--- config.mk ---
export PLATFORM = sky130hd
export DESIGN_NAME = teclado_senha
export DESIGN_NICKNAME = d
export VERILOG_FILES = /design/src/rtl/teclado_pkg.sv /design/src/rtl/teclado_timer.sv /design/src/rtl/teclado_senha.sv
export SDC_FILE = /design/constraint.sdc
export NUM_CORES = 1
export LEC_CHECK = 0
export BUFFER_PORTS_ARGS = -buffer_cell sky130_fd_sc_hd__buf_2
export CAP_MARGIN = 20
export CORE_UTILIZATION = 40
export DETAILED_ROUTE_END_ITERATION = 8
export HOLD_SLACK_MARGIN = 0.02
export SYNTH_ARGS = -nofsm -noshare
export SYNTH_HDL_FRONTEND = slang
export SYNTH_SLANG_ARGS = --single-unit
--- constraint.sdc ---
create_clock -name clk -period 3.1 [get_ports clk]
set_input_delay 0.62 -clock clk [delete_from_list [all_inputs] [get_ports clk]]
set_output_delay 0.62 -clock clk [all_outputs]
set_load 0.05 [all_outputs]
--- src/rtl/teclado_pkg.sv ---
// Shared key codes, FSM state type and entry limits for the keypad password stage.
package teclado_pkg;

   localparam logic [3:0] TECLA_LIMPA    = 4'hA;
   localparam logic [3:0] TECLA_CONFIRMA = 4'hB;

   localparam int         SENHA_MAX      = 255;
   localparam int         MAX_DIGITOS    = 3;

   typedef enum logic [1:0] {
      IDLE   = 2'd0,
      COLETA = 2'd1,
      ENVIA  = 2'd2
   } estado_t;

   function automatic logic ehDigito(input logic [3:0] codigo);
      return codigo <= 4'd9;
   endfunction

endpackage

--- src/rtl/teclado_timer.sv ---
// Idle counter for partial keypad entries; pulses expirou after TIMEOUT_CYCLES
// running cycles without a restart.
module teclado_timer #(
   parameter int TIMEOUT_CYCLES = 50_000_000
) (
   input  logic clk,
   input  logic rst,
   input  logic run,
   input  logic restart,
   output logic expirou
);

   localparam int W = (TIMEOUT_CYCLES > 1) ? $clog2(TIMEOUT_CYCLES) : 1;
   localparam logic [W-1:0] LIMITE = W'(TIMEOUT_CYCLES - 1);

   logic [W-1:0] contador_q, contador_d;

   assign expirou = run && !restart && (contador_q == LIMITE);

   always_comb begin
      contador_d = contador_q + 1'b1;
      if (!run || restart || expirou) begin
         contador_d = '0;
      end
   end

   always_ff @(posedge clk) begin
      if (rst) begin
         contador_q <= '0;
      end else begin
         contador_q <= contador_d;
      end
   end

endmodule

--- src/rtl/teclado_senha.sv ---
// Keypad entry stage: builds an 8-bit password from digit keys and hands it to
// acess_ctrl with senha set up one cycle before enter. Optional idle timeout: TECLADO_TIMEOUT_EN.
module teclado_senha
   import teclado_pkg::*;
#(
   parameter int TIMEOUT_CYCLES = 50_000_000
) (
   input  logic       clk,
   input  logic       rst,
   input  logic       key_valid,
   input  logic [3:0] key_code,
   output logic [7:0] senha,
   output logic       enter,
   output logic       erro,
   output logic [1:0] n_digitos
);

   estado_t    estado_q, estado_d;
   logic [9:0] acc_q, acc_d;
   logic [1:0] cnt_q, cnt_d;
   logic [7:0] senha_q, senha_d;
   logic       erro_q, erro_d;
   logic       enter_q, enter_d;
   logic       expirou;

   logic ehTeclaDigito;
   logic ehTeclaValida;

   assign ehTeclaDigito = ehDigito(key_code);
   assign ehTeclaValida = ehTeclaDigito || (key_code == TECLA_LIMPA) || (key_code == TECLA_CONFIRMA);

`ifdef TECLADO_TIMEOUT_EN
   teclado_timer #(
      .TIMEOUT_CYCLES (TIMEOUT_CYCLES)
   ) u_timer (
      .clk     (clk),
      .rst     (rst),
      .run     (estado_q == COLETA),
      .restart (key_valid && ehTeclaValida),
      .expirou (expirou)
   );
`else
   // Constant-false; the term only keeps the parameter referenced in this build.
   assign expirou = 1'b0 & (TIMEOUT_CYCLES > 0);
`endif

   always_comb begin
      estado_d = estado_q;
      acc_d    = acc_q;
      cnt_d    = cnt_q;
      senha_d  = senha_q;
      erro_d   = 1'b0;
      enter_d  = 1'b0;

      case (estado_q)
         IDLE: begin
            if (key_valid) begin
               if (ehTeclaDigito) begin
                  acc_d    = {6'd0, key_code};
                  cnt_d    = 2'd1;
                  estado_d = COLETA;
               end else if (key_code == TECLA_CONFIRMA) begin
                  erro_d = 1'b1;
               end
            end
         end

         COLETA: begin
            if (key_valid && ehTeclaValida) begin
               acc_d    = '0;
               cnt_d    = '0;
               estado_d = IDLE;
               if (ehTeclaDigito) begin
                  if (cnt_q == 2'(MAX_DIGITOS)) begin
                     erro_d = 1'b1;
                  end else begin
                     acc_d    = acc_q * 10'd10 + {6'd0, key_code};
                     cnt_d    = cnt_q + 2'd1;
                     estado_d = COLETA;
                  end
               end else if (key_code == TECLA_CONFIRMA) begin
                  if (acc_q <= 10'(SENHA_MAX)) begin
                     senha_d  = acc_q[7:0];
                     estado_d = ENVIA;
                  end else begin
                     erro_d = 1'b1;
                  end
               end
            end else if (expirou) begin
               acc_d    = '0;
               cnt_d    = '0;
               erro_d   = 1'b1;
               estado_d = IDLE;
            end
         end

         ENVIA: begin
            // Keys arriving now are dropped; enter follows one cycle after senha.
            enter_d  = 1'b1;
            estado_d = IDLE;
         end

         default: begin
            acc_d    = '0;
            cnt_d    = '0;
            estado_d = IDLE;
         end
      endcase
   end

   always_ff @(posedge clk) begin
      if (rst) begin
         estado_q <= IDLE;
         acc_q    <= '0;
         cnt_q    <= '0;
         senha_q  <= '0;
         erro_q   <= 1'b0;
         enter_q  <= 1'b0;
      end else begin
         estado_q <= estado_d;
         acc_q    <= acc_d;
         cnt_q    <= cnt_d;
         senha_q  <= senha_d;
         erro_q   <= erro_d;
         enter_q  <= enter_d;
      end
   end

   assign senha     = senha_q;
   assign enter     = enter_q;
   assign erro      = erro_q;
   assign n_digitos = cnt_q;

endmodule

**Word-level counts from Yosys, hierarchy flattened**

Index checks and enable logic that the tools add are counted.

- $add $sub $neg: 2
- Multiply operators: 1
- Divide/modulo/power cells: 0
- Magnitude comparators: 2
- Equal/unequal tests: 8
- Shift operators: 0
- Multiplexer cells: 28
- Bitwise logic cells: 2
- Reductions and logical operators: 7

Operator list:

| cell | number |
|---|---|
| 10-bit 2-to-1 mux | 5 |
| 10-bit one-hot mux with 3 select lines | 1 |
| 2-bit 2-to-1 mux | 9 |
| 10-bit by 4-bit adder with 10-bit output | 1 |
| 10-bit by 8-bit <= comparator with 1-bit output, second input constant | 1 |
| 10-bit by 3-bit multiplier with 9-bit output, second input constant | 1 |
| 1-bit 2-to-1 mux | 10 |
| 4-bit == test, second input constant | 2 |
| 2-bit inequality test, second input constant | 3 |
| 2-bit one-hot mux with 3 select lines | 1 |
| 5-bit AND reduction | 1 |
| 2-bit == test, second input constant | 2 |
| 4-bit <= comparator, second input constant | 1 |
| 2-bit one-hot mux with 2 select lines | 1 |
| 4-bit AND reduction | 1 |
| 3-bit AND reduction | 1 |
| 2-bit by 1-bit adder with 2-bit output, second input constant | 1 |
| 2-bit by 1-bit == test with 1-bit output, second input constant | 1 |
| 2-bit logical NOT | 1 |
| 1-bit logical OR | 2 |
| 1-bit inverter | 2 |
| 1-bit one-hot mux with 2 select lines | 1 |
| 1-bit logical AND | 1 |

- Bits in registers: 24
- Bits in latches: 0
- Memory bits (writable): 0
- Memory bits (read-only): 0
- Input port bits: 7
- Output and inout port bits: 12
- Word-level logic and storage cells: 56
- Memories: 0

**Depth between registers and ports, before layout**

Gate-level depths: netlist (run 1).

- Word-level depth: 6
- Mapped depth: 9
- Depth with buffers taken out: 9

**Worst setup path after synthesis (run 1)**

No wires, ideal clock.

- Kind: register to register
- From: reg acc_q[1]
- To: reg acc_q[7]
- Setup time: 0.128 ns
- Data arrival time: 2.212 ns
- Required time: 2.972 ns
- Setup slack: 0.760 ns
- Cell stages (with the launch flop): 10
- Buffers on the path: 0
- Period minus slack after synthesis: 2.340 ns
- Cells stage by stage: dfxtp_1 -> ha_1 -> ha_1 -> inv_1 -> fa_1 -> and2b_1 -> and3_1 -> xnor3_1 -> a22oi_1 -> nor2_1

- Longest elaborated chain between the ends: 6

Ends and longest elaborated chain:

| what | line | text |
|---|---|---|
| start: declaration | teclado_senha.sv:19 | `logic [9:0] acc_q, acc_d;` |
| start signal: assignment | teclado_senha.sv:114 | `acc_q <= '0;` |
| start signal: assignment | teclado_senha.sv:121 | `acc_q <= acc_d;` |
| 10-bit by 3-bit multiplier with 9-bit output | teclado_senha.sv:77 | `acc_d = acc_q * 10'd10 + {6'd0, key_code};` |
| 10-bit by 4-bit adder with 10-bit output | teclado_senha.sv:77 |  |
| 10-bit 2-to-1 mux | teclado_senha.sv:74 | `if (cnt_q == 2'(MAX_DIGITOS)) begin` |
| 10-bit 2-to-1 mux | teclado_senha.sv:73 | `if (ehTeclaDigito) begin` |
| 10-bit 2-to-1 mux | teclado_senha.sv:69 | `if (key_valid && ehTeclaValida) begin` |
| 10-bit one-hot mux with 3 select lines | teclado_senha.sv:55 | `case (estado_q)` |

No other way between the ends. The select of a mux whose other input is x is not followed.
A chain may end at the register's enable or synchronous reset.

**Worst setup path after layout (run 1)**

Ends and elaborated chain as after synthesis.

==> impl_results.md, run 1 <==
* Run status: complete, no violations
* Reg2Reg Launch Point: acc_q[1]$_SDFFE_PP0P_
* Worst Tran Pin Value at about 0.75 ns
* Post-CTS Hold Buffers at 0
* Number of setup buffers added after CTS at 0
* Largest net degree at the start of global routing at 25
* RD Place Congestion at 0.847
* Standard-cell row count at 22
* Count of cell types in the netlist at between 50 and 60
* Most frequent standard cell in the layout excluding fill and tap cells: sky130_fd_sc_hd__dfxtp_1
* Total chip power at approximately 0.7 mW
* Die boundary height at 65.2 um
* Worst ir drop on vdd at between 150 and 200 uV
* Antenna diode count at 0
* Cell repeated most along the worst path: sky130_fd_sc_hd__ha_1
* Critical path startpoint: acc_q[1]$_SDFFE_PP0P_
* Fraction of power consumed by the clock network at 0.394
* Rel. slew slack at 0.499
* Worst hold slack after final layout at between 0.4 and 0.5 ns
* Port-buffer cells at 18
* Number of hold violations in the final report at 0
* Number of buffers on the longest clock path at 2
* Post-synthesis to final-layout area growth at 12.3%
* Skew-Pair Late Insertion Delay at around 0.27 ns
* Static leakage at approximately 0.76 nW
* Net switching power of the design at between 0.15 and 0.2 mW
* Clock-pin transition on the worst setup and hold timing paths at ~0.09 ns
* Portion of the post-synthesis area used by sequential elements at 0.301
* Detailed-route wire length per cell at about 15 um
* Instance count of the mapped netlist at 183
* CP arrival at 2.69 ns
* Residual DRC at 0
* Routed via count divided by cell count at between 5 and 6
* Inserted Clock Buffers at 3
* Kind of end point of the critical path: flip-flop
* Stages on the worst setup path at 9
* Setup skew after layout at 0.00311 ns
* Synthesized area per cell at a little under 9 um^2
* Shortest period the worst path allows at between 2 and 3 ns
* Cell family with the largest share of critical-path delay: adder cells
* Crit Path Class: flip-flop to flip-flop
* Wire length of the first global-routing pass at between 6000 and 7000 um
* Post-Route Setup TNS at 0 ns
* Dpl hpwl at about 2900 um
* Overflow left after global routing at 0
* Highest fanout seen on the critical path at 5
* CTS tree: built
* Worst setup path end: acc_q[7]$_SDFFE_PP0P_
* Register share of total power at 0.456
* Antenna viol nets, final at 0
* Placed inst area at between 0.0015 and 0.002 mm^2
* Depth of the worst register-to-register path at 9
* Worst Path Buf+Inv at 1
* Worst flop-to-flop path endpoint: acc_q[7]$_SDFFE_PP0P_
* Req. time, crit path at approximately 3.3 ns
* Delay of the slowest cell on the worst path at about 0.45 ns
* Die area at 0.00425 mm^2
* Startpoint Class: flip-flop
* Power per unit of standard cell area at 398 mW/mm^2
* Final core utilization at 0.479
* Post-route fraction of the period consumed by the critical path at 0.816
* Placed instance count at around 240
* Buffer type at the clock tree root: sky130_fd_sc_hd__clkbuf_8
* Reg-to-reg slack, setup at 0.57 ns
* Cell area after synthesis at about 0.0016 mm^2
* Worst hold-check path type: flip-flop to flip-flop
* Fraction of power spent switching nets at 0.261
* Final non-filler cell total at 247
* Number of levels in the clock H-tree at 1
* Main flop type after synthesis: sky130_fd_sc_hd__dfxtp_1
* Wirelength, routed at 3760 um
* Critical-path top delay cell: sky130_fd_sc_hd__fa_1
* Number of storage elements in the synthesis netlist at 24
* YS warnings at 0
* Pre-CTS setup slack at between 0.5 and 0.6 ns
* Nets at ~220
* Post-CTS sizing at 0
* RSZ-0062 raised after global routing: false
* Number of optimization iterations in the first detailed-route pass at 4
* Synthesized Nets at approximately 210
* Fin. max-slew vios at 0
* Number of enable-type register cells in the synthesized netlist at 0
* Series of cell instances along the critical path: ha_1 -> ha_1 -> inv_1 -> fa_1 -> and2b_1 -> and3_1 -> xnor3_1 -> a22oi_1 -> nor2_1
* Reported max-cap violation count at 0
* Setup slack after layout at around 0.57 ns
* Top-level I/O count at 19
* Internal power at around 0.53 mW
* Horiz. Die Dim at 65.2 um
* Via Count at between 1,000 and 1,500
* Final cell area excluding filler cells at around 0.0018 mm^2
* Standard cell core area at approximately 0.0037 mm^2
* Number of DRC markers in iteration 0 at 108
* Antenna violations before repair at 0
* Fmax at 395 MHz
* Initial Util at 0.427
* Post-synth ARST share at 0
* # setup viols final at 0
* Fraction of layout cells with a size suffix above 1 at 0.146
* Highest-count cells in the layout ignoring fill and taps: sky130_fd_sc_hd__dfxtp_1, sky130_fd_sc_hd__a21oi_1, sky130_fd_sc_hd__buf_2
* Vias in the first global route at 1,417
* Clock Sink Count at 24
* Part of the power in combinational logic at 0.149
* GRT Total Usage at 0.195
## per-layer routing
| metal | wire length, um | vias up | GRT usage |
|---|---|---|---|
| li1 | - | 707 | - |
| met1 | 1680 | 689 | 0.235 |
| met2 | 1840 | 40 | 0.330 |
| met3 | 149 | 11 | 0.0295 |
| met4 | 95 | 0 | 0.109 |
| met5 | 0 | - | 0 |
## power groups by stage
stage	Sequential, mW	Clock (mW)	Combinational (mW)
2_1_floorplan	0.335	0	0.0743
3_3_place_gp	0.333	0	0.103
3_5_place_dp	0.333	0	0.106
4_1_cts	0.326	0.285	0.106
5_1_grt	0.327	0.298	0.119
6_report	0.326	0.282	0.106
## tightest hold or removal path, cell delays in order, from the launching register on
cell and delay [ns]:
sky130_fd_sc_hd__dfxtp_1 0.33, sky130_fd_sc_hd__nand2_1 0.06, sky130_fd_sc_hd__a21oi_1 0.05
## synthesized netlist by cell type (3+ instances only)
master,number,area (um^2)
sky130_fd_sc_hd__a21o_1,3,22.5
sky130_fd_sc_hd__a21oi_1,20,100
sky130_fd_sc_hd__a22oi_1,5,37.5
sky130_fd_sc_hd__clkbuf_1,3,11.3
sky130_fd_sc_hd__dfxtp_1,24,480
sky130_fd_sc_hd__ha_1,15,188
sky130_fd_sc_hd__inv_1,10,37.5
sky130_fd_sc_hd__nand2_1,7,26.3
sky130_fd_sc_hd__nand2b_1,4,25.0
sky130_fd_sc_hd__nand3_1,11,55.1
sky130_fd_sc_hd__nor2_1,12,45.0
sky130_fd_sc_hd__nor2b_1,3,18.8
sky130_fd_sc_hd__nor3_1,5,25.0
sky130_fd_sc_hd__o21ai_0,10,50.1
sky130_fd_sc_hd__xnor2_1,6,52.6
## state kept, by name, summed over array words and instances, names as in the netlist
name and cells:
acc_q 10, enter 1, erro 1, estado_q 2, n_digitos 2, senha 8
## how the worst min path moves through the flow
stage,depth (start not counted),end,startpoint
finish,2,n_digitos[1]$_SDFFE_PP0P_,n_digitos[1]$_SDFFE_PP0P_
global route,2,n_digitos[1]$_SDFFE_PP0P_,n_digitos[1]$_SDFFE_PP0P_
CTS,2,n_digitos[1]$_SDFFE_PP0P_,n_digitos[1]$_SDFFE_PP0P_
detailed placement,2,n_digitos[1]$_SDFFE_PP0P_,n_digitos[1]$_SDFFE_PP0P_
global placement,2,senha[0]$_SDFFE_PP0P_,senha[0]$_SDFFE_PP0P_
floorplan,2,senha[7]$_SDFFE_PP0P_,acc_q[7]$_SDFFE_PP0P_
## cell families after synthesis
| group | Yosys count | synth area share |
|---|---|---|
| xor gates and xnor gates | 9 | 0.0579 |
| and+or+nand+nor | 56 | 0.207 |
| AOI/OAI and AO/OA | 60 | 0.247 |
| buffers and inverters | 16 | 0.0392 |
| muxes | 1 | 0.00626 |
| DFF | 24 | 0.301 |
| adders and majority gates | 17 | 0.143 |
## layout make-up
type | count | area (um^2)
inverters | 10 | 37.5
well taps | 48 | 60.1
flip-flops and latches | 24 | 480
clock buffers | 3 | 41.3
clock inverters | 1 | 30.0
multi-input cells | 143 | 1050
repair buffers | 18 | 90.1
fillers | 390 | 1950
No activity file was read; power rests on OpenSTA's default activity.
==> run 2: changes to the inputs <==
Settings changed: ABC_AREA from default to 1.
Clock period 3.1 ns to 2.6 ns, I/O delays scaled along.
==> impl_results.md, run 2 <==
* Run status: complete, no violations (unchanged)
* Top cells by instance count after synthesis: sky130_fd_sc_hd__nand2_1, sky130_fd_sc_hd__nor2_1, sky130_fd_sc_hd__dfxtp_1 (was sky130_fd_sc_hd__dfxtp_1, sky130_fd_sc_hd__a21oi_1, sky130_fd_sc_hd__ha_1)
* Highest-count cells in the layout ignoring fill and taps: sky130_fd_sc_hd__nand2_1, sky130_fd_sc_hd__nor2_1, sky130_fd_sc_hd__dfxtp_1 (was sky130_fd_sc_hd__dfxtp_1, sky130_fd_sc_hd__a21oi_1, sky130_fd_sc_hd__buf_2)
* Instance count of the mapped netlist at 224 (was 183)
* Post-CTS sizing at 0 (unchanged)
* Largest net degree at the start of global routing at 16 (was 25)
* Worst ir drop on vdd at 324 uV (was 185 uV)
* Synthesized area per cell at 7.27 um^2 (was 8.73 um^2)
* Highest fanout seen on the critical path at 5 (unchanged)
* Number of optimization iterations in the first detailed-route pass at 4 (unchanged)
* Number of hold violations in the final report at 0 (unchanged)
* Wirelength, routed at 3330 um (was 3760 um)
* Worst hold-check path type: flip-flop to flip-flop (unchanged)
* Number of setup buffers added after CTS at 0 (unchanged)
* # setup viols final at 0 (unchanged)
* Power per unit of standard cell area at 474 mW/mm^2 (was 398 mW/mm^2)
* Inserted Clock Buffers at 3 (unchanged)
* Static leakage at 0.905 nW (was 0.761 nW)
* Total of fill cells in the finished design at 394 (was 390)
* Worst Tran Pin Value at 0.381 ns (was 0.751 ns)
* Post-Route Setup TNS at 0 ns (unchanged)
* Post-synthesis to final-layout area growth at 11.4% (was 12.3%)
* Final cell area excluding filler cells at 0.00181 mm^2 (was 0.00179 mm^2)
* Standard-cell row count at 22 (unchanged)
* Most frequent standard cell in the layout excluding fill and tap cells: sky130_fd_sc_hd__nand2_1 (was sky130_fd_sc_hd__dfxtp_1)
* Shortest period the worst path allows at 2.32 ns (was 2.53 ns)
* Top-level I/O count at 19 (unchanged)
* Die area at 0.00433 mm^2 (was 0.00425 mm^2)
* Number of flip-flops in the largest register at 10 (unchanged)
* Detailed-route wire length per cell at 11.4 um (was 15.2 um)
* Startpoint Class: flip-flop (unchanged)
* Library cell with the largest summed area after synthesis: sky130_fd_sc_hd__dfxtp_1 (unchanged)
* Reported max-cap violation count at 0 (unchanged)
* Clock Sink Count at 24 (unchanged)
* Kind of end point of the critical path: flip-flop (unchanged)
* Synthesized Nets at 248 (was 207)
* Nets at 269 (was 224)
* CP arrival at 2.46 ns (was 2.69 ns)
* Vias in the first global route at 1,330 (was 1,417)
* Fmax at 431 MHz (was 395 MHz)
* Dpl hpwl at 2670 um (was 2850 um)
* Via Count at 1,423 (was 1,447)
* Routed via count divided by cell count at 4.87 (was 5.86)
* Setup skew after layout at 0.00680 ns (was 0.00311 ns)
* Portion of the post-synthesis area used by sequential elements at 0.295 (was 0.301)
* Buffer type at the clock tree root: sky130_fd_sc_hd__clkbuf_8 (unchanged)
* RD Place Congestion at 0.816 (was 0.847)
* Standard cell core area at 0.00377 mm^2 (was 0.00374 mm^2)
* Antenna violations before repair at 0 (unchanged)
* Placed inst area at 0.00176 mm^2 (was 0.00172 mm^2)
* Crit Path Class: flip-flop to flip-flop (unchanged)
* GRT Total Usage at 0.174 (was 0.195)
* Horiz. Die Dim at 65.8 um (was 65.2 um)
* Cell area after synthesis at 0.00163 mm^2 (was 0.00160 mm^2)
* Residual DRC at 0 (unchanged)
* Clock-pin transition on the worst setup and hold timing paths at 0.08 ns (was 0.09 ns)
* Antenna viol nets, final at 0 (unchanged)
* Top-area cell type share of the netlist area at 0.295 (was 0.301)
* Fin. max-slew vios at 0 (unchanged)
* Number of buffers on the longest clock path at 2 (unchanged)
* Number of DRC markers in iteration 0 at 49 (was 108)
* Number of enable-type register cells in the synthesized netlist at 0 (unchanged)
* Count leader, synth: sky130_fd_sc_hd__nand2_1 (was sky130_fd_sc_hd__dfxtp_1)
* Port-buffer cells at 18 (unchanged)
* Main flop type after synthesis: sky130_fd_sc_hd__dfxtp_1 (unchanged)
* Skew-Pair Late Insertion Delay at 0.26 ns (was 0.27 ns)
* Antenna diode count at 0 (unchanged)
* Post-synth ARST share at 0 (unchanged)
* Synth top area cells: sky130_fd_sc_hd__dfxtp_1, sky130_fd_sc_hd__nand2_1, sky130_fd_sc_hd__ha_1, sky130_fd_sc_hd__nor2_1, sky130_fd_sc_hd__inv_1 (was sky130_fd_sc_hd__dfxtp_1, sky130_fd_sc_hd__ha_1, sky130_fd_sc_hd__a21oi_1, sky130_fd_sc_hd__nand3_1, sky130_fd_sc_hd__xnor2_1)
* Wire length of the first global-routing pass at 5860 um (was 6310 um)
* Post-CTS Hold Buffers at 0 (unchanged)
* RSZ-0062 raised after global routing: false (unchanged)
* YS warnings at 0 (unchanged)
* Die boundary height at 65.8 um (was 65.2 um)
* Register ranked first by flip-flop count: acc_q (unchanged)
* Overflow left after global routing at 0 (unchanged)
* Number of levels in the clock H-tree at 1 (unchanged)
* Post-route fraction of the period consumed by the critical path at 0.892 (was 0.816)
* Req. time, crit path at 2.74 ns (was 3.26 ns)
* Count of cell types in the netlist at 27 (was 51)
* Reg-to-reg slack, setup at 0.28 ns (was 0.57 ns)
* Initial Util at 0.432 (was 0.427)
* Rel. slew slack at 0.746 (was 0.499)
* Number of storage elements in the synthesis netlist at 24 (unchanged)
* Fraction of layout cells with a size suffix above 1 at 0.221 (was 0.146)
* CTS tree: built (unchanged)
==> run 2: cell count changes after synthesis, sizes merged, moves of 4 or more <==
cell	change
a22oi	-5
inv	+17
nand2	+58
nand2b	-4
nor2	+18
xnor2	-5
==> run 2: worst max-delay path, cell delays in order, from the launching register on <==
cell and delay, ns:
sky130_fd_sc_hd__dfxtp_1 0.43, sky130_fd_sc_hd__ha_1 0.27, sky130_fd_sc_hd__ha_1 0.22, sky130_fd_sc_hd__inv_1 0.10, sky130_fd_sc_hd__fa_1 0.43, sky130_fd_sc_hd__nor2_1 0.15
sky130_fd_sc_hd__nand2_1 0.08, sky130_fd_sc_hd__nor2_1 0.15, sky130_fd_sc_hd__nand2_1 0.09, sky130_fd_sc_hd__nor2_1 0.09, sky130_fd_sc_hd__nand2_1 0.06, sky130_fd_sc_hd__nand3_1 0.07
sky130_fd_sc_hd__a21oi_2 0.05
==> run 2: worst paths after layout <==
kind,from,depth (start not counted),to
max,acc_q[1]$_SDFFE_PP0P_,12,acc_q[9]$_SDFFE_PP0P_
min,acc_q[9]$_SDFFE_PP0P_,2,acc_q[9]$_SDFFE_PP0P_
max reg2reg,acc_q[1]$_SDFFE_PP0P_,12,acc_q[9]$_SDFFE_PP0P_
min reg2reg,acc_q[9]$_SDFFE_PP0P_,2,acc_q[9]$_SDFFE_PP0P_
==> run 2: layer usage <==
layer | vias to the layer above | share of wire | track usage | wire length (um)
met2 | 18 | 0.45 | 0.295 | 1500
li1 | 765 | - | - | -
met1 | 640 | 0.52 | 0.234 | 1730
met4 | 0 | 0 | 0.0163 | 0
met5 | - | 0 | 0 | 0
met3 | 0 | 0.031 | 0.0362 | 102
==> run 2: layout make-up <==
cell class | instances | area (um^2) | share of cell area
clock buffers | 4 | 55.1 | 0.0303
inverters | 27 | 104 | 0.0572
multi-input cells | 171 | 1020 | 0.565
flip-flops and latches | 24 | 480 | 0.265
well taps | 48 | 60.1 | 0.0331
repair buffers | 18 | 90.1 | 0.0497
==> run 2: cell families after synthesis <==
logic type / Yosys count / share of synthesized area
flip-flops: 24 / 0.295
AO/OA/AOI/OAI: 33 / 0.125
AND/OR/NAND/NOR: 118 / 0.348
buffers and inverters: 29 / 0.0760
XOR/XNOR: 3 / 0.0161
adder cells (fa/ha/maj): 17 / 0.140
==> run 2: power by group <==
part           internal [mW]  switching, mW  leakage, nW  total (mW)
logic                 0.0721          0.141        0.682       0.213
registers              0.382         0.0179        0.195       0.400
clock network          0.135          0.112       0.0288       0.247
==> run 2: stage by stage <==
step	hold slack (ns)	std cells	utilization	power [mW]	worst slack [ns]
floorplan	0.451	224	-	0.580	0.479
global placement	0.469	288	0.466	0.622	0.348
detailed placement	0.470	288	0.466	0.623	0.288
CTS	0.484	292	0.481	0.868	0.271
global route	0.503	292	0.481	0.918	0.0687
finish	0.485	292	0.481	0.860	0.281
==> run 3: changes to the inputs <==
Settings changed: CTS_BUF_LIST from default to sky130_fd_sc_hd__clkbuf_2.
Clock period 2.6 ns to 2.5 ns, I/O delays scaled along.
==> impl_results.md, run 3 (synthesis results as in run 2) <==
* Run status: complete, no violations (unchanged)
* Overflow left after global routing at 0 (unchanged)
* Detailed-route wire length per cell at 11.4 um (about the same)
* Number of levels in the clock H-tree at 1 (unchanged)
* Standard-cell row count at 22 (unchanged)
* GRT Total Usage at 0.174 (about the same)
* Highest-count cells in the layout ignoring fill and taps: sky130_fd_sc_hd__nand2_1, sky130_fd_sc_hd__nor2_1, sky130_fd_sc_hd__dfxtp_1 (unchanged)
* Worst hold-check path type: input pin to flip-flop (was flip-flop to flip-flop)
* Largest net degree at the start of global routing at 16 (unchanged)
* Worst Tran Pin Value at 0.370 ns (was 0.381 ns)
* Fraction of layout cells with a size suffix above 1 at 0.224 (was 0.221)
* Startpoint of the worst hold path: key_code[0] (was acc_q[9]$_SDFFE_PP0P_)
* Inserted Clock Buffers at 3 (unchanged)
* Buffer type at the clock tree root: sky130_fd_sc_hd__clkbuf_2 (was sky130_fd_sc_hd__clkbuf_8)
* Port-buffer cells at 18 (unchanged)
* Net switching power of the design at 0.276 mW (was 0.271 mW)
* Setup slack after layout at 0.258 ns (was 0.281 ns)
* Total chip power at 0.787 mW (was 0.860 mW)
* Clock Sink Count at 24 (unchanged)
* Routed via count divided by cell count at 4.80 (was 4.87)
* Skew-Pair Late Insertion Delay at 0.33 ns (was 0.26 ns)
* Depth of the worst register-to-register path at 12 (unchanged)
* Highest fanout seen on the critical path at 4 (was 5)
* # setup viols final at 0 (unchanged)
* Part of the power in combinational logic at 0.284 (was 0.248)
* Number of hold violations in the final report at 0 (unchanged)
* Power per unit of standard cell area at 440 mW/mm^2 (was 474 mW/mm^2)
* Nets at 270 (was 269)
* Antenna violations before repair at 0 (unchanged)
* Initial Util at 0.432 (unchanged)
* Horiz. Die Dim at 65.8 um (unchanged)
* Wirelength, routed at 3340 um (was 3330 um)
* Pre-CTS setup slack at 0.242 ns (was 0.288 ns)
* Post-synthesis to final-layout area growth at 9.68% (was 11.4%)
* Rel. slew slack at 0.753 (was 0.746)
* Worst flop-to-flop path endpoint: acc_q[9]$_SDFFE_PP0P_ (unchanged)
* Total of fill cells in the finished design at 398 (was 394)
* Kind of end point of the critical path: flip-flop (unchanged)
* Top-level I/O count at 19 (unchanged)
* Fin. max-slew vios at 0 (unchanged)
* Standard cell core area at 0.00377 mm^2 (unchanged)
* Antenna viol nets, final at 0 (unchanged)
* Dpl hpwl at 2680 um (was 2670 um)
* CP arrival at 2.48 ns (was 2.46 ns)
* Number of buffers on the longest clock path at 2 (unchanged)
* Fraction of power spent switching nets at 0.351 (was 0.315)
* RSZ-0062 raised after global routing: false (unchanged)
* Number of DRC markers in iteration 0 at 49 (unchanged)
* Setup skew after layout at 0.0120 ns (was 0.00680 ns)
* Fraction of power consumed by the clock network at 0.188 (was 0.287)
* Register share of total power at 0.528 (was 0.465)
* Hold depth at 3 (was 2)
* Post-CTS Hold Buffers at 0 (unchanged)
* Most frequent standard cell in the layout excluding fill and tap cells: sky130_fd_sc_hd__nand2_1 (unchanged)
* Via Count at 1,406 (was 1,423)
* Register ranked first by flip-flop count: acc_q (unchanged)
* Fmax at 446 MHz (was 431 MHz)
* Startpoint Class: flip-flop (unchanged)
* Reg2Reg Launch Point: acc_q[3]$_SDFFE_PP0P_ (was acc_q[1]$_SDFFE_PP0P_)
* CTS tree: built (unchanged)
* Wire length of the first global-routing pass at 5770 um (was 5860 um)
* Die area at 0.00433 mm^2 (unchanged)
* Static leakage at 0.896 nW (was 0.905 nW)
* Final non-filler cell total at 293 (was 292)
* Placed instance count at 289 (was 288)
* Crit Path Class: flip-flop to flip-flop (unchanged)
* Endpoint of the worst hold path: acc_q[0]$_SDFFE_PP0P_ (was acc_q[9]$_SDFFE_PP0P_)
* Post-route fraction of the period consumed by the critical path at 0.897 (was 0.892)
* Reported max-cap violation count at 0 (unchanged)
* Antenna diode count at 0 (unchanged)
* Clock-pin transition on the worst setup and hold timing paths at 0.22 ns (was 0.08 ns)
* Number of flip-flops in the largest register at 10 (unchanged)
* Vias in the first global route at 1,278 (was 1,330)
* Post-Route Setup TNS at 0 ns (unchanged)
* RD Place Congestion at 0.790 (was 0.816)
* Req. time, crit path at 2.74 ns (about the same)
* Worst ir drop on vdd at 260 uV (was 324 uV)
* Die boundary height at 65.8 um (unchanged)
* Reg-to-reg slack, setup at 0.26 ns (was 0.28 ns)
* Residual DRC at 0 (unchanged)
* Internal power at 0.511 mW (was 0.589 mW)
* Number of optimization iterations in the first detailed-route pass at 4 (unchanged)
* Shortest period the worst path allows at 2.24 ns (was 2.32 ns)
run 3: cell count changes in the layout (fill, tap and decap cells not counted):
cell / before / now
sky130_fd_sc_hd__dfxtp_1: 24 / 23
sky130_fd_sc_hd__clkbuf_8: 4 / 0
sky130_fd_sc_hd__buf_4: 0 / 1
sky130_fd_sc_hd__dfxtp_2: 0 / 1
sky130_fd_sc_hd__clkinv_1: 0 / 1
sky130_fd_sc_hd__clkbuf_2: 0 / 3
run 3: power groups by stage:
stage | sequential, mW | clock, mW | combinational [mW]
6_report | 0.415 | 0.148 | 0.224
3_3_place_gp | 0.422 | 0 | 0.226
3_5_place_dp | 0.423 | 0 | 0.225
5_1_grt | 0.419 | 0.174 | 0.252
4_1_cts | 0.415 | 0.157 | 0.226
2_1_floorplan | 0.434 | 0 | 0.170
run 3: layer usage:
layer,up-vias,share of wire,GRT usage
li1,767,-,-
met1,621,0.53,0.248
met2,16,0.43,0.268
met3,2,0.031,0.0345
met4,0,0.0057,0.0408
met5,-,0,0
run 3: repair_timing:
item | CTS | global route
resized for setup | 0 | 1
endpoints found under the setup margin | 0 | 1
endpoints found under the hold margin | 0 | 0
buffers inserted | 0 | 0
run 3: critical path, cell delays in order, from the launching register on:
cell	delay, ns
sky130_fd_sc_hd__dfxtp_2	0.40
sky130_fd_sc_hd__ha_1	0.27
sky130_fd_sc_hd__ha_1	0.22
sky130_fd_sc_hd__inv_1	0.09
sky130_fd_sc_hd__fa_1	0.42
sky130_fd_sc_hd__nor2_1	0.15
sky130_fd_sc_hd__nand2_1	0.08
sky130_fd_sc_hd__nor2_1	0.15
sky130_fd_sc_hd__nand2_1	0.09
sky130_fd_sc_hd__nor2_1	0.10
sky130_fd_sc_hd__nand2_1	0.06
sky130_fd_sc_hd__nand3_1	0.07
sky130_fd_sc_hd__a21oi_2	0.05
run 3: through the flow:
step	hold WS, ns	util	cell area [um^2]
floorplan	0.451	-	1630
global placement	0.469	0.468	1770
detailed placement	0.470	0.468	1770
CTS	0.404	0.473	1790
global route	0.394	0.474	1790
finish	0.427	0.474	1790
run 3: how the worst max path moves through the flow:
| stage | from | end | slack (ns) | depth (start not counted) |
|---|---|---|---|---|
| 2_1_floorplan | acc_q[1]$_SDFFE_PP0P_ | acc_q[9]$_SDFFE_PP0P_ | 0.38 | 12 |
| 3_3_place_gp | acc_q[3]$_SDFFE_PP0P_ | acc_q[9]$_SDFFE_PP0P_ | 0.30 | 12 |
| 3_5_place_dp | acc_q[3]$_SDFFE_PP0P_ | acc_q[9]$_SDFFE_PP0P_ | 0.24 | 12 |
| 4_1_cts | acc_q[3]$_SDFFE_PP0P_ | acc_q[9]$_SDFFE_PP0P_ | 0.17 | 12 |
| 5_1_grt | acc_q[3]$_SDFFE_PP0P_ | acc_q[9]$_SDFFE_PP0P_ | 0.02 | 12 |
| 6_report | acc_q[3]$_SDFFE_PP0P_ | acc_q[9]$_SDFFE_PP0P_ | 0.26 | 12 |
run 3: area by class of cell:
class	instances	area, um^2	share of cell area
clock buffer	3	15.0	0.00840
clock inverter	1	3.75	0.00210
inverter	27	104	0.0581
multi-input combinational	171	1020	0.574
sequential	24	482	0.270
tap	48	60.1	0.0336
timing repair buffer	19	97.6	0.0546
